### src/rtl/ext_pipe.sv
`default_nettype none
// ============================================================================
// Module   : ext_pipe
// Function : Two-stage pipelined immediate extender with valid/ready
//            handshakes on both sides and a synchronous pipeline flush.
// Revision : 1.0  initial release
// ============================================================================
module ext_pipe #(
    parameter int DATA_W  = 32,
    parameter int IMM_W   = 16,
    parameter int SHAMT_W = 5
) (
    input  logic              CLK,
    input  logic              RST,
    input  logic              flush,
    input  logic              in_valid,
    output logic              in_ready,
    input  logic [IMM_W-1:0]  imm,
    input  logic [2:0]        ExtSel,
    output logic              out_valid,
    input  logic              out_ready,
    output logic [DATA_W-1:0] extout,
    output logic              busy
);

    localparam logic [2:0] c_MODE_ZEXT   = 3'b000;
    localparam logic [2:0] c_MODE_SEXT   = 3'b001;
    localparam logic [2:0] c_MODE_UPPER  = 3'b010;
    localparam logic [2:0] c_MODE_BRANCH = 3'b011;
    localparam logic [2:0] c_MODE_SHAMT  = 3'b100;

    // Stage 1: raw operand capture
    logic              r_s1_valid;
    logic [IMM_W-1:0]  r_s1_imm;
    logic [2:0]        r_s1_sel;

    // Stage 2: extended result, drives extout directly
    logic              r_s2_valid;
    logic [DATA_W-1:0] r_s2_data;

    logic              w_s2_adv;
    logic              w_accept;
    logic              w_out_fire;

    logic [DATA_W-1:0] w_zext;
    logic [DATA_W-1:0] w_sext;
    logic [DATA_W-1:0] w_upper;
    logic [DATA_W-1:0] w_branch;
    logic [DATA_W-1:0] w_shamt;
    logic [DATA_W-1:0] w_ext;

    assign w_s2_adv   = r_s1_valid && (!r_s2_valid || out_ready);
    assign w_out_fire = r_s2_valid && out_ready;
    // A flush drops the offered entry even though in_ready may read 1.
    assign w_accept   = in_valid && in_ready && !flush;

    assign in_ready  = !r_s1_valid || w_s2_adv;
    assign out_valid = r_s2_valid;
    assign extout    = r_s2_data;
    assign busy      = r_s1_valid || r_s2_valid;

    assign w_zext   = {{(DATA_W-IMM_W){1'b0}}, r_s1_imm};
    assign w_sext   = {{(DATA_W-IMM_W){r_s1_imm[IMM_W-1]}}, r_s1_imm};
    assign w_upper  = {r_s1_imm, {(DATA_W-IMM_W){1'b0}}};
    assign w_branch = w_sext << 2;
    assign w_shamt  = {{(DATA_W-SHAMT_W){1'b0}}, r_s1_imm[SHAMT_W-1:0]};

    always_comb begin
        w_ext = w_zext;
        case (r_s1_sel)
            c_MODE_ZEXT:   w_ext = w_zext;
            c_MODE_SEXT:   w_ext = w_sext;
            c_MODE_UPPER:  w_ext = w_upper;
            c_MODE_BRANCH: w_ext = w_branch;
            c_MODE_SHAMT:  w_ext = w_shamt;
            default:       w_ext = w_zext;
        endcase
    end

    // Valid bits: reset beats flush, flush beats any transfer.
    always_ff @(posedge CLK) begin
        if (RST) begin
            r_s1_valid <= 1'b0;
            r_s2_valid <= 1'b0;
        end else if (flush) begin
            r_s1_valid <= 1'b0;
            r_s2_valid <= 1'b0;
        end else begin
            if (w_accept) begin
                r_s1_valid <= 1'b1;
            end else if (w_s2_adv) begin
                r_s1_valid <= 1'b0;
            end

            if (w_s2_adv) begin
                r_s2_valid <= 1'b1;
            end else if (w_out_fire) begin
                r_s2_valid <= 1'b0;
            end
        end
    end

    // Data registers are left untouched by flush; only the valid bits matter.
    always_ff @(posedge CLK) begin
        if (RST) begin
            r_s1_imm  <= '0;
            r_s1_sel  <= '0;
            r_s2_data <= '0;
        end else begin
            if (w_accept) begin
                r_s1_imm <= imm;
                r_s1_sel <= ExtSel;
            end
            if (w_s2_adv && !flush) begin
                r_s2_data <= w_ext;
            end
        end
    end

endmodule
`default_nettype wire

### config.mk
export PLATFORM = sky130hd
export DESIGN_NAME = ext_pipe
export DESIGN_NICKNAME = d
export VERILOG_FILES = /design/src/rtl/ext_pipe.sv
export SDC_FILE = /design/constraint.sdc
export NUM_CORES = 1
export LEC_CHECK = 0
export CAP_MARGIN = 0
export CORE_ASPECT_RATIO = 2
export CORE_UTILIZATION = 51
export CTS_BUF_LIST = sky130_fd_sc_hd__clkbuf_8
export DETAILED_ROUTE_END_ITERATION = 8
export MAX_ROUTING_LAYER = met4
export PLACE_DENSITY = 0.88
export SYNTH_ARGS = -nofsm -noshare
export SYNTH_HDL_FRONTEND = slang
export SYNTH_SLANG_ARGS = --single-unit
export TNS_END_PERCENT = 5
### constraint.sdc
create_clock -name CLK -period 1.4 [get_ports CLK]
set_clock_uncertainty 0.05 [all_clocks]
set_input_delay 0.21 -clock CLK [delete_from_list [all_inputs] [get_ports CLK]]
set_output_delay 0.21 -clock CLK [all_outputs]
set_load 0.05 [all_outputs]
== Word-level counts from Yosys, hierarchy flattened ==
Index checks and enable logic that the tools add are counted.

* $add $sub $neg: 0
* $mul: 0
* Divide/modulo/power cells: 0
* Magnitude comparators: 0
* Equal/unequal tests: 4
* Shifts and indexed selects: 0
* Multiplexer cells: 5
* Bitwise operators: 0
* Reduce and logical (&&, ||, !) cells: 14

{| class="wikitable"
|+ Operator list
! kind !! number
|-
| $pmux 32 s4 || 1
|-
| $eq 3x2->1 const B || 2
|-
| $logic_and 1x1->1 || 5
|-
| $mux 1 || 4
|-
| $reduce_bool 2->1 || 2
|-
| $eq 3x1->1 const B || 1
|-
| $eq 3x3->1 const B || 1
|-
| $logic_not 1->1 || 3
|-
| $logic_or 1x1->1 || 3
|-
| $reduce_or 2->1 || 1
|}

* Register bits: 53
* Latch bits: 0
* RAM bits: 0
* Bits in read-only memories: 0
* Bits of input ports: 24
* Output and inout bits: 35
* Logic and storage cells: 28
* Memories kept: 0

== Longest topological paths before layout ==
Gate-level depths: netlist of run 1.

* Word-level depth: 7
* Gate-level depth with buffers: 5
* Gate-level depth less buffers: 4

== Least setup slack after synthesis of run 1 ==
OpenSTA, ideal clock, no wires.

* Path kind: register to register
* From: register r_s2_valid, in the netlist out_valid
* To: register r_s2_data[15], in the netlist extout[15]
* Arrival: 1.443 ns
* Slack: -0.179 ns
* Cell stages (with the launch flop): 6
* Period minus slack after synthesis: 1.579 ns
* Cell sequence: dfxtp_1 > nor2b_1 > buf_2 > nor2_2 > buf_2 > a211oi_1

* Longest elaborated chain between the ends: 4

{| class="wikitable"
|+ RTL lines
! item !! RTL line !! RTL
|-
| from (decl) || 38 || <nowiki>logic r_s2_valid;</nowiki>
|-
| from (signal assigned) || 84 || <nowiki>r_s2_valid <= 1'b0;</nowiki>
|-
| from (signal assigned) || 87 || <nowiki>r_s2_valid <= 1'b0;</nowiki>
|-
| from (signal assigned) || 96 || <nowiki>r_s2_valid <= 1'b1;</nowiki>
|-
| $logic_not 1->1 || 52 || <nowiki>assign w_s2_adv = r_s1_valid && (!r_s2_valid || out_ready);</nowiki>
|-
| $logic_or 1x1->1 || 52 ||
|-
| $logic_and 1x1->1 || 52 ||
|-
| $logic_and 1x1->1 || 114 || <nowiki>if (w_s2_adv && !flush) begin</nowiki>
|-
| to (signal assigned) || 115 || <nowiki>r_s2_data <= w_ext;</nowiki>
|-
| to (decl) || 39 || <nowiki>logic [DATA_W-1:0] r_s2_data;</nowiki>
|}

Every way passes these cells.
A chain may end at the register's enable or synchronous reset.

== Worst setup path in the final report of run 1 ==
* From: register r_s1_valid
* To: output in_ready

* Longest elaborated chain between the ends: 2
* Elaborated cells between the ends (all ways): 3
* Those cells by class: reduce/logical: 3

{| class="wikitable"
|+ RTL lines
! item !! RTL line !! RTL
|-
| from (decl) || 33 || <nowiki>logic r_s1_valid;</nowiki>
|-
| from (signal assigned) || 83 || <nowiki>r_s1_valid <= 1'b0;</nowiki>
|-
| from (signal assigned) || 86 || <nowiki>r_s1_valid <= 1'b0;</nowiki>
|-
| from (signal assigned) || 90 || <nowiki>r_s1_valid <= 1'b1;</nowiki>
|-
| $logic_not 1->1 / $logic_and 1x1->1 (equally long branches) || 57, 52 ||
|-
| $logic_or 1x1->1 (*) || 57 || <nowiki>assign in_ready = !r_s1_valid || w_s2_adv;</nowiki>
|-
| to (decl) || 17 || <nowiki>output logic in_ready,</nowiki>
|}

Mark *: on every way between the ends. The rest lies on a longest branch, timed or not.

==> summary by stage, run 1 <==
Finish
The final layout contains 361 nets. The antenna diode count is 0. Of the cells placed in the final design, the portion with a size suffix greater than 1 is 0.251. The growth of design area from synthesis to finish is 50.3%. The filler cells instantiated in the layout total 267. The finished layout holds 393 standard cells, fillers aside.

STA
The routed design could run at a clock period as short as 1.42 ns. The final number of max-transition violations is 0. At the pin with the least slew margin, the transition time is between 0.3 and 0.4 ns. The final count of negative-setup-slack endpoints is 2. The worst slew margin relative to its limit is 0.798. Of the available clock period, the critical path in the final layout requires 1.01.

Setup repair after global routing could not meet its margin everywhere. Setup slack on the critical path of the routed design comes to -0.0155 ns. The worst hold slack is 0.399 ns.

The maximum operating frequency is a little over 700 MHz. The final count of hold timing violations was 0.

Synthesis
By count the netlist is led by dfxtp_1 (53), a21oi_1 (50), o21ai_0 (33), clkbuf_1 (19), nand3_1 (19). The number of nets in the synthesized netlist is approximately 310. Counting flops and latches in the post-synthesis netlist gives 53. The portion of the post-synthesis area used by sequential elements is 0.439. The summed instance area of the synthesized netlist is 0.00242 mm2. The async set-or-reset flop fraction in the synthesized netlist is 0. The prevailing post-synth register cell is dfxtp_1. Ranked by total cell area, the synthesized netlist is headed by dfxtp_1 (44%), a21oi_1 (10%), o21ai_0 (6.8%), and3b_1 (5.8%), o2111ai_1 (5.4%).

The synthesized design contains 0 enable-type register cells. The fraction of post-synthesis cell area in the top cell type by area is 0.439. The mean instance size in the synthesized netlist is ~8.6 um2. After technology mapping, the gate count stands at between 200 and 300. Yosys instantiated no cell more often than dfxtp_1. The biggest area contributor in the post-synthesis netlist is dfxtp_1. The count of unique library cells instantiated by Yosys is 31. During synthesis, Yosys emitted a total of 0 warnings.

Clock network
TritonCTS built the clock tree. The clock tree synthesis step divided the H-tree into 2 levels. The number of clock sinks is 53. Counting the buffers created by CTS gives 5. The clock slew seen by the registers of the worst setup and hold paths is 0.09 ns. The cell sitting at the root of the clock tree is a clkbuf_8.

Buffers inserted to repair hold after CTS numbered 0. The later pin in the worst-skew pair is clocked with a latency of 0.32 ns. The maximum number of buffers from clock root to sink is 2.

Critical path
The most critical setup path has its startpoint at r_s1_valid$_SDFFE_PP0P_. The startpoint of the worst-slack reg-to-reg timing path is r_s1_sel[0]$_SDFFE_PP0P_. The minimum setup slack among reg-to-reg paths is approximately 0.030 ns. The sort of element at the end of the critical path is a primary output. The worst register-to-register path has a depth of 3. The timing endpoint of the critical path is in_ready. The worst register-to-register path ends at extout[12]$_SDFFE_PP0P_.

STA classifies the critical path startpoint as a register. The worst setup path category is register to primary output. The top fanout value on the critical path is 5. The required time at the endpoint of the critical path is 1.14 ns. Data on the critical path arrives at its endpoint at 1.16 ns.

Pwr
The leakage power of the design is 1.28 nW. For this design the ratio of total power to cell area is 797 mW/mm2. IR analysis of the VDD net gives a maximum drop of 1.01 mV.

Die
The site row count is 35. Pin placement for this block handled 59 I/O pins. The total die area is 0.00504 mm2.

The die is between 90 and 100 um tall. The initial utilization of the core area, before any placement, comes to 0.526. The die is 50.7 um wide. The placeable core region is 0.00460 mm2.

Status
The final reports fail on negative setup slack. The run finished, with violations left.

Route
The detailed router placed around 2,600 vias in this run. Summed over all layers, the routed wires come to 7.40 mm. The post-detailed-route via-to-cell ratio is 6.62.

The post-detailed-route count of antenna-violating nets is 0. The DRC violation count after routing is 0. The final routed wire length divided by cell count is 18.8 um. For this run, the detailed router's first-pass iteration total came to 4. The starting DRC count in detailed routing is about 120.

GRT
The overall global routing resource usage is 0.325. The initial antenna violation count is 0. The first global-routing pass estimated between 10 and 15 mm of wire. Entering global routing, the biggest net connects 32 pins. The number of global-route vias before repair is 2,495. The remaining global-route overflow is 0.

Place
Input and output buffers added on the ports amount to 58. The final RePlAce weighted congestion is 0.975. The detailed placement HPWL is 5.03 mm. Including well taps, the total number of placed cells is around 380.

Job
The tool flagged a number of max-cap violations equal to 0.

Worst hold path
The type of the worst min-delay path is input port to register.
==> layer usage <==
layer	vias to the layer above	wire, um	GRT usage
li1	1184	-	-
met4	0	399	0.182
met2	145	4040	0.572
met3	41	439	0.0443
met5	-	0	-
met1	1230	2520	0.333
==> how the worst min path moves through the flow <==
| stage | endpoint | cells after the start | slack [ns] | start |
|---|---|---|---|---|
| finish | r_s1_imm[6]$_SDFFE_PP0P_ | 3 | 0.40 | imm[6] |
| CTS | r_s1_imm[1]$_SDFFE_PP0P_ | 3 | 0.40 | imm[1] |
| detailed placement | r_s1_imm[1]$_SDFFE_PP0P_ | 2 | 0.46 | r_s1_imm[1]$_SDFFE_PP0P_ |
| global placement | extout[27]$_SDFFE_PP0P_ | 2 | 0.45 | extout[27]$_SDFFE_PP0P_ |
| floorplan | out_valid$_SDFFE_PP0P_ | 1 | 0.23 | flush |
| global route | r_s1_imm[11]$_SDFFE_PP0P_ | 3 | 0.42 | imm[11] |
==> what timing repair did <==
item / in CTS / in global routing
endpoints found under the setup margin: 28 / 22
endpoints found under the hold margin: 0 / 0
pin swaps: 1 / 0
setup buffers: 4 / 0
gates resized for setup: 11 / 18
==> layout by cell type, fill, tap and decap left out, drive strengths merged <==
master         instances
o2111ai               15
or3b                   1
a311oi                 3
nor3                   2
o2bb2ai                1
nand2b                 5
clkinv                 1
inv                    2
nor2                   3
a21oi                 50
buf                   61
and2                   1
nor2b                  3
nor4                   1
and2b                  1
nand3                 19
dfxtp                 53
a32oi                 11
clkbuf                 5
clkinvlp               2
clkdlybuf4s50         22
o21ai                 36
nand4                  5
or2                    1
and3b                 16
mux2i                  2
a211oi                11
dlygate4sd2            1
nand2                  4
==> critical path, stage by stage, from the launching register on <==
cell and delay (ns):
dfxtp_2 0.35, and3b_2 0.25, inv_2 0.10, buf_12 0.14
==> final cells by class <==
type	count	area, um2	area share
Clock buffer	5	68.8	0.0189
Clock inverter	3	21.3	0.00585
Inverter	2	7.51	0.00207
Multi-Input combinational cell	191	1220	0.335
Sequential cell	53	1070	0.294
Tap cell	55	68.8	0.0189
Timing Repair Buffer	84	1180	0.325
==> state kept, by name, summed over array words and instances (netlist names) <==
register    count
extout         32
r_s1_valid      1
out_valid       1
r_s1_sel        3
r_s1_imm       16
==> metrics by stage <==
step	setup TNS, ns	instance area [um2]	power (W)	utilization	worst slack [ns]
after floorplan	0	2420	0.00182	-	0.0589
after global placement	-7.67	3470	0.00202	0.754	-0.225
after detailed placement	-10.21	3470	0.00203	0.754	-0.268
after CTS	-0.0838	3600	0.00287	0.783	-0.0828
after global routing	-0.0825	3630	0.00300	0.790	-0.0459
final	-0.0183	3630	0.00290	0.790	-0.0155
==> power by group <==
| part | internal [W] | leakage, nW | switching [W] |
|---|---|---|---|
| clock network | 0.000353 | 0.0407 | 0.000518 |
| logic | 0.000209 | 0.806 | 0.000218 |
| registers | 0.00155 | 0.432 | 0.0000504 |
| total | 0.00211 | 1.28 | 0.000787 |
==> cells by family after synthesis <==
family / count (synthesis) / synth area share
AO/OA/AOI/OAI: 127 / 0.321
buffers and inverters: 37 / 0.0704
flip-flops: 53 / 0.439
multiplexers: 2 / 0.00828
AND/OR/NAND/NOR: 62 / 0.161
Power figures use the tool's default switching activity.
==> run 2, diff against run 1 <==
--- a/config.mk
+++ b/config.mk
@@ -11,7 +11,8 @@
 export CTS_BUF_LIST = sky130_fd_sc_hd__clkbuf_8
 export DETAILED_ROUTE_END_ITERATION = 8
 export MAX_ROUTING_LAYER = met4
-export PLACE_DENSITY = 0.88
+export PLACE_DENSITY = 0.86
+export SETUP_SLACK_MARGIN = 0.15
 export SYNTH_ARGS = -nofsm -noshare
 export SYNTH_HDL_FRONTEND = slang
 export SYNTH_SLANG_ARGS = --single-unit
==> run 2 against run 1 <==
Compared with the run above:
- the run still ends with negative setup slack left
- total power up 12%
- final area up 11%
- critical path depth up 1
- maximum frequency down 6.6%
- via count up 7.5%
- sequential power about the same
- wire length up 40%
- sequential share of layout area down 2.8 points
- die area unchanged
- flip-flop and latch count unchanged
==> summary by stage, run 2 (synthesized netlist as in run 1, its figures left out) <==
Critical path
The required time at the endpoint of the critical path is 1.14 ns. The critical path starts at r_s1_valid$_SDFFE_PP0P_. The sort of element at the end of the critical path is a primary output. The worst setup path category is register to primary output. Of all nets on the critical path, the largest fanout is 4.

In this run the critical register-to-register path is launched from r_s1_sel[0]$_SDFFE_PP0P_. The kind of start point of the critical path is a register. At the worst endpoint, the arrival time is 1.25 ns.

Clock network
The cell chosen for the clock root is clkbuf_8. TritonCTS built the clock tree. In this run, post-CTS hold repair placed 0 buffers. Buffers inserted during clock tree synthesis total 5. The clock slew seen by the registers of the worst setup and hold paths is 0.09 ns. The total number of H-tree levels is 2. Counting along the longest clock path gives a buffer depth of 2. The later pin in the worst-skew pair is clocked with a latency of 0.32 ns. For this design, the sink count on the clock tree is 53.

Route
The number of search-and-repair iterations in the first detailed-routing pass is 6. The routed layout has 2,795 vias. The post-detailed-route via-to-cell ratio is 7.02.

For this run, design rule violations remaining after detail routing come to 0. The starting DRC count in detailed routing is about 220. The final routed wire length divided by cell count is 26.0 um.

The post-detailed-route count of antenna-violating nets is 0. The routed wire length is 10.3 mm.

STA
The period utilization is 1.08. The final count of hold timing violations was 0. Subtracting the final worst setup slack from the clock period gives 1.51 ns.

The final number of max-transition violations is 0. Setup violations remaining at the end of the flow were counted as 17. Setup repair after global routing could not meet its margin everywhere. The worst slew margin relative to its limit is 0.749. In the post-route analysis, the smallest setup slack over all paths is -0.115 ns. The worst hold slack is 0.348 ns. Based on the critical path, the design can be clocked at up to around 660 MHz. For the pin with the worst max-slew slack, the measured transition is 0.376 ns. Setup total negative slack on the finished layout was measured at -0.682 ns.

Place
The final RePlAce weighted congestion is 1.02. Summing all placed instances gives a cell area of 0.00348 mm2. Summed over all nets, the half-perimeter wirelength after detailed placement is 5.08 mm. Input and output buffers added on the ports amount to 58.

OpenSTA, run right after detailed placement, puts the worst setup slack at -0.306 ns.

Die
The floorplan has 35 rows. The floorplan step defined a die boundary enclosing 0.00504 mm2. For this configuration, the core starts out at a cell density of 0.526.

The height of the die is 99.4 um. The chip width is 50.7 um. The I/O pin total is 59. The placeable core region is ~0.0046 mm2.

Finish
The filler cells instantiated in the layout total 180. The final non-filler cell area is 0.00402 mm2. The repair_antennas step left the layout with diodes totalling 0.

At the end of the flow the core is filled with cells to 0.874. Leaving out fill and tap cells, the most frequent cells in the layout are dfxtp_1 (50), a21oi_1 (39), buf_12 (39), clkdlybuf4s50_1 (21), buf_4 (21). The flip-flop count of the largest register, all copies and words added is 32.

The share of layout cells above drive strength 1 is 0.397. The most common cell after layout, fill and taps aside is dfxtp_1. The growth of design area from synthesis to finish is 66.3%.

The number of nets in the layout is 366.

GRT
Entering global routing, the biggest net connects 32 pins. Across every metal layer, demand over resource in global routing totals 0.379. The remaining global-route overflow is 0. The wire length of the first global-routing pass is 13.5 mm. The number of global-route vias before repair is 2,584. The initial antenna violation count came to 0.

Worst hold path
The beginning of the worst hold path is flush. The min-delay analysis places its worst path in the category input port to register.

Pwr
The leakage power of the design is 1.37 nW. Across the VDD grid, the largest voltage drop is roughly 1.1 mV. For this design the ratio of total power to cell area is between 800 and 900 mW/mm2.

Job
The count of max-cap constraint violations is 0.

Status
The final reports fail on negative setup slack. The flow ran to the end, but the final reports show violations.
run 2: cell types whose count changed in the layout (fill, tap and decap cells not counted), moves of 5 or more:
cell       change
a21oi_2       +11
o21ai_4        +7
o21ai_2       +17
a21oi_1       -11
o21ai_0       -25
o2111ai_1      -5
run 2: layout make-up:
type                            count  area [um2]  share of cell area
Multi-Input combinational cell    191        1510               0.377
Timing Repair Buffer               89        1240               0.309
Sequential cell                    53        1070               0.266
Clock buffer                        6        82.6              0.0205
Tap cell                           55        68.8              0.0171
Clock inverter                      2        36.3             0.00903
Inverter                            2        7.51             0.00187
run 2: critical path, cell delays in order, from the launching register on:
cell and delay, ns:
dfxtp_2 0.38, and3b_2 0.25, inv_2 0.06, buf_6 0.12
buf_12 0.14
run 2: per-layer routing:
layer | wire [um] | global-route usage | share of wire
met5 | 0 | - | 0
met3 | 834 | 0.0596 | 0.081
met4 | 807 | 0.280 | 0.078
met2 | 5340 | 0.643 | 0.52
met1 | 3350 | 0.378 | 0.32
run 2: per-stage QoR:
stage,instances,power [W]
after detailed placement,382,0.00203
after CTS,396,0.00313
after global routing,398,0.00330
final,398,0.00324
after global placement,382,0.00202
after floorplan,281,0.00183
run 2: final timing paths:
path | endpoint | slack (ns) | depth (start not counted)
max reg2reg | extout[14]$_SDFFE_PP0P_ | -0.11 | 3
min reg2reg | extout[26]$_SDFFE_PP0P_ | 0.46 | 2
max | in_ready | -0.11 | 4
min | r_s1_valid$_SDFFE_PP0P_ | 0.35 | 2
run 2: repair_timing:
item / 4_1_cts / 5_1_grt
resized for setup: 77 / 39
buffers inserted: 6 / 2
cloned: 0 / 0
pin swaps: 31 / 30
setup endpoints to repair: 45 / 54
run 2: power by group:
group | leakage (nW) | internal [W] | switching (W) | total, W
Clock | 0.0617 | 0.000584 | 0.000541 | 0.00113
Combinational | 0.874 | 0.000226 | 0.000274 | 0.000499
Sequential | 0.432 | 0.00155 | 0.0000657 | 0.00161
Total | 1.37 | 0.00236 | 0.000881 | 0.00324
==> patch 1, RTL diff (settings of run 1) <==
`SHAMT_W`: 5 -> 10.
--- a/src/rtl/ext_pipe.sv
+++ b/src/rtl/ext_pipe.sv
@@ -8,7 +8,7 @@
 module ext_pipe #(
     parameter int DATA_W  = 32,
     parameter int IMM_W   = 16,
-    parameter int SHAMT_W = 5
+    parameter int SHAMT_W = 10
 ) (
     input  logic              CLK,
     input  logic              RST,
Check against the original RTL: not equivalent (Yosys sat finds a counterexample within 4 cycles, from zero or initial values and one cycle with RST high).
==> patch 1 against run 1 <==
  * The flow still finishes with violations (setup timing)
  * Critical endpoint unchanged
  * Global-route usage up 3.0 points
  * Highest routed layer unchanged
  * Power is 13% higher
  * Largest power group unchanged
  * Sequential cell count is the same
  * Final area is 3.7% higher
  * Routed wire length grew 20%
  * Worst setup slack lost 79 ps
  * Area after synthesis up 1.6%
  * Clock power rose by 40%
==> patch 1: results (changes against run 1) <==
stage	metric	value	unit	change
layout	final cell count without fillers	399		+1.5%
synthesis	sequential area share after synthesis	43.2	%	-0.69 points
hold_path	worst min path class	input pin to register		
synthesis	Synth Instances	288		+2.5%
power_and_ir_drop	VDD IR-drop max	0.994	mV	-1.4%
critical_path	CP max stage delay	370	ps	+20 ps
drt	1st-iter DRT viols	181		+57%
critical_path	Reg2Reg Setup Slack	-30	ps	-60 ps
grt	vias in the first global route	2511		+0.64%
placement	# placed instances	385		+0.79%
layout	layout cells sized above 1	26.7	%	+1.6 points
synthesis	Syn Nets	312		+2.3%
drt	DRT Pass-1 Iters	6		+2
timing	Slew HR	75.9	%	-3.9 points
hold_path	hold depth	3		unchanged
drt	Via density	7.06		+6.7%
critical_path	reg2reg end	r_s1_imm[7]		
placement	Setup WS pre-CTS	-259	ps	+8.47 ps
outcome	failing checks	setup timing		
cts	Clock Tree Root	clkbuf_8		
critical_path	Worst Reg-to-Reg Cells	6		+3
layout	Final nets	367		+1.7%
grt	first-pass GRT wire length	13000	microns	+9.0%
placement	DP Wirelength	5130	microns	+2.0%
placement	GP Congestion	0.983		+0.82%
critical_path	Slowest cell on crit path	dfxtp_4		
synthesis	Async SR Flop Fraction	0	%	unchanged
placement	DP Area	3490	sq um	+0.61%
grt	Tot GR Track Use	35.5	%	+3.0 points
outcome	status	complete, but fails checks		
power_and_ir_drop	P_leak	1.35	nW	+5.3%
cts	H-Tree Depth	2		unchanged
cts	clock buffer depth	2		unchanged
critical_path	WP data arrival	1230	ps	+70 ps
synthesis	top cells by count, synth	dfxtp_1, a21oi_1, o21ai_0		
drt	Routed wire per std cell	22.2	microns	+18%
timing	Final Setup Violations	5		+3
critical_path	reg2reg start	out_valid		
critical_path	crit path max fanout	4		-1
synthesis	Distinct cells, synth	31		unchanged
cts	Clock Latency Late Sink	320	ps	about the same
synthesis	largest cells by area after synthesis	dfxtp_1, a21oi_1, o21ai_0		
critical_path	Crit Path Category	register to primary output		
hold_path	HP Start	imm[1]		
timing	Setup WS post-layout	-94.8	ps	-79.3 ps
placement	I/O Buffers	58		unchanged
hold_path	Hold Path Sink	r_s1_imm[1]		
synthesis	Synth Flop Type	dfxtp_1		
patch 1: cell types whose count changed in the layout (fill, tap and decap cells not counted), sizes merged:
cell	change
a211oi	-5
a311oi	+5
a32oi	-5
bufbuf	+1
bufinv	+2
clkinvlp	-2
nand2	+5
nand2b	-1
nand4	+5
or2b	+1
patch 1: final cells by class:
cell class,instances,area [sq um]
timing repair buffer,85,1220
inverter,2,7.51
sequential,53,1070
tap,55,68.8
clock inverter,3,65.1
clock buffer,5,68.8
fill,251,830
multi-input combinational,196,1260
patch 1: cells by family (layout without fill, tap and decap cells):
family	count (synthesis)	count (layout)	share of synthesized area, %
simple gates	72	72	18.0
buf+inv	39	95	7.95
mux	2	2	0.815
flops	53	53	43.2
compound gates	122	122	30.1
patch 1: how the worst max path moves through the flow:
stage	from	to
floorplan	out_valid	extout[7]
global placement	out_ready	in_ready
detailed placement	flush	extout[10]
CTS	out_valid	in_ready
global route	out_valid	in_ready
finish	out_valid	in_ready
patch 1: timing repair:
action,4_1_cts,5_1_grt
resized for setup,10,20
gates cloned,1,0
pin swaps,1,2
setup buffers,5,0
hold endpoints to repair,0,0
setup endpoints to repair,12,33
patch 1: power breakdown:
group	switching [W]	total (W)	internal [W]
Clock	0.000513	0.00122	0.000710
Combinational	0.000239	0.000452	0.000213
Sequential	0.0000537	0.00160	0.00155
Total	0.000806	0.00328	0.00247
patch 1: critical path: cells and delay by family, from the launching register on:
family | cells | cell delay [ps]
AND/OR/NAND/NOR | 1 | 220
flip-flops | 1 | 370
buffers and inverters | 3 | 330
patch 1: layer usage:
metal / wire length [microns] / track usage, % / vias up
met5: 0 / - / -
met4: 500 / 20.1 / 0
met3: 775 / 5.45 / 51
met2: 4730 / 60.6 / 241
met1: 2860 / 37.6 / 1326
li1: - / - / 1198
patch 1: through the flow:
step | hold WS [ps] | setup TNS [ps] | util (%)
floorplan | 232 | 0 | -
global placement | 448 | -5150 | 75.9
detailed placement | 452 | -7790 | 75.9
CTS | 399 | -158 | 80.9
global route | 416 | -731 | 82.0
finish | 405 | -191 | 82.0
==> patch 2, RTL diff (config.mk and constraints of run 1) <==
Without the edit above. Make the reset (`RST`) asynchronous in 2 clocked blocks.
--- a/src/rtl/ext_pipe.sv
+++ b/src/rtl/ext_pipe.sv
@@ -78,7 +78,7 @@
     end
 
     // Valid bits: reset beats flush, flush beats any transfer.
-    always_ff @(posedge CLK) begin
+    always_ff @(posedge CLK or posedge RST) begin
         if (RST) begin
             r_s1_valid <= 1'b0;
             r_s2_valid <= 1'b0;
@@ -101,7 +101,7 @@
     end
 
     // Data registers are left untouched by flush; only the valid bits matter.
-    always_ff @(posedge CLK) begin
+    always_ff @(posedge CLK or posedge RST) begin
         if (RST) begin
             r_s1_imm  <= '0;
             r_s1_sel  <= '0;
Function: differs if RST is asserted again (counterexample within 4 cycles, from zero or initial values and one cycle with RST high); with RST held inactive, the same outputs for 10 cycles.
==> patch 2 against run 1 <==
  * Highest routed layer unchanged
  * Critical path type is now register to register
  * Routed wire length rose by 0.20%
  * The flow still finishes with violations (setup timing)
  * Non-clock buffer count fell by 2
  * Register-to-register slack got worse by 330 ps
  * Sequential share of layout area rose by 5.4 points
  * Count of clock-buffer cells in the layout did not move
  * Cell count fell by 21%
  * Final area rose by 4.9%
  * Sequential cell count did not move
  * Area after synthesis rose by 1.6%
  * Worst setup slack got worse by 290 ps
Power is not compared: it rests on default switching activity, and its combinational part moved more than twofold at a synthesized area within 25%.
==> patch 2: results (changes against run 1) <==
stage	metric	value	unit	change
grt	first-pass GRT wire length	11600	microns	-2.6%
drt	Routed wire per std cell	23.8	microns	+27%
placement	# placed instances	298		-22%
placement	DP Wirelength	4670	microns	-7.2%
critical_path	CP max stage delay	430	ps	+80 ps
drt	vias post-DR	1940		-25%
synthesis	largest cells by area after synthesis	dfrtp_1, mux2_2, mux2_4		
timing	Final Setup Violations	49		+47
synthesis	Async SR Flop Fraction	100	%	+100 points
placement	DP Area	3580	sq um	+3.1%
critical_path	WP data arrival	1850	ps	+690 ps
outcome	status	complete, but fails checks		
synthesis	Synth Flop Type	dfrtp_1		
hold_path	worst min path class	input pin to async pin		
drt	DRT Pass-1 Iters	4		unchanged
critical_path	reg2reg end	extout[14]		
placement	GP Congestion	0.851		-13%
synthesis	top cells by count, synth	dfrtp_1, mux2_2, a21oi_1		
timing	Setup WS post-layout	-303	ps	-288 ps
critical_path	Worst Reg-to-Reg Cells	4		+1
grt	vias in the first global route	2107		-16%
layout	Final nets	279		-23%
timing	Slew HR	71.3	%	-8.5 points
critical_path	crit path max fanout	6		+1
critical_path	reg2reg start	r_s1_sel[2]		
critical_path	Slowest cell on crit path	dfrtp_1		
outcome	failing checks	setup timing		
grt	largest net degree at the start of global routing	30		-6.3%
synthesis	sequential area share after synthesis	54.0	%	+10 points
cts	H-Tree Depth	2		unchanged
layout	final cell count without fillers	311		-21%
synthesis	Synth Instances	182		-35%
grt	Tot GR Track Use	32.9	%	+0.40 points
drt	1st-iter DRT viols	87		-24%
synthesis	Distinct cells, synth	28		-9.7%
synthesis	Syn Nets	206		-32%
layout	filler instances	222		-17%
layout	layout cells sized above 1	47.7	%	+23 points
-- patch 2: cell type report --
cell class | instances | area, sq um | area share (%)
clock inverter | 3 | 65.1 | 1.71
timing repair buffer | 82 | 1190 | 31.1
multi-input combinational | 110 | 1080 | 28.5
tap | 55 | 68.8 | 1.81
sequential | 53 | 1330 | 34.8
clock buffer | 5 | 68.8 | 1.81
inverter | 3 | 11.3 | 0.295
-- patch 2: worst max-delay path by stage --
stage / from / slack (ps) / cells past startpoint / to
floorplan: out_valid / -660 / 5 / r_s1_imm[0]
global placement: flush / -380 / 4 / extout[27]
detailed placement: flush / -420 / 4 / extout[22]
CTS: r_s1_sel[0] / -260 / 4 / extout[9]
global route: r_s1_sel[2] / -310 / 4 / extout[14]
finish: r_s1_sel[2] / -300 / 4 / extout[14]
-- patch 2: power breakdown --
| group | internal (W) | switching, W |
|---|---|---|
| clock | 0.000711 | 0.000522 |
| combinational | 0.00156 | 0.00144 |
| sequential | 0.00185 | 0.000427 |
| total | 0.00412 | 0.00239 |
-- patch 2: logic make-up (layout without fill, tap and decap cells) --
family / after synthesis / after routing / synth area share [%]
buf+inv: 20 / 93 / 5.20
simple gates: 21 / 22 / 6.01
mux: 32 / 32 / 16.2
flops: 53 / 53 / 54.0
compound gates: 56 / 56 / 18.6
-- patch 2: worst max-delay path, delay by kind of cell (launching register included) --
family | cells | cell delay (ps)
AND/OR/NAND/NOR | 1 | 430
multiplexers | 1 | 280
flip-flops | 1 | 430
AO/OA/AOI/OAI | 1 | 250
buffers and inverters | 1 | 150
-- patch 2: timing repair --
action,in CTS,in global routing
buffers inserted,3,0
setup endpoints to repair,50,53
resized for setup,17,9
gates cloned,2,0
pin swaps,17,8
-- patch 2: metrics by stage --
step           setup TNS, ps  setup WS (ps)  total power, W  hold slack [ps]
2_1_floorplan         -28360           -656         0.00367              223
5_1_grt                -8360           -308         0.00669              199
4_1_cts                -5930           -259         0.00646              187
6_report               -6880           -303         0.00651              174
3_5_place_dp          -17190           -419         0.00514              490
3_3_place_gp          -16250           -383         0.00505              481
-- patch 2: layer usage --
layer  part of all wire (%)  GRT usage [%]  vias up  routed length [microns]
met2                     58           56.9      101                     4270
met4                    3.3           15.6        0                      246
li1                       -              -      825                        -
met5                      0              -        -                        0
met3                    4.8           3.94       24                      353
met1                     34           36.4      990                     2540
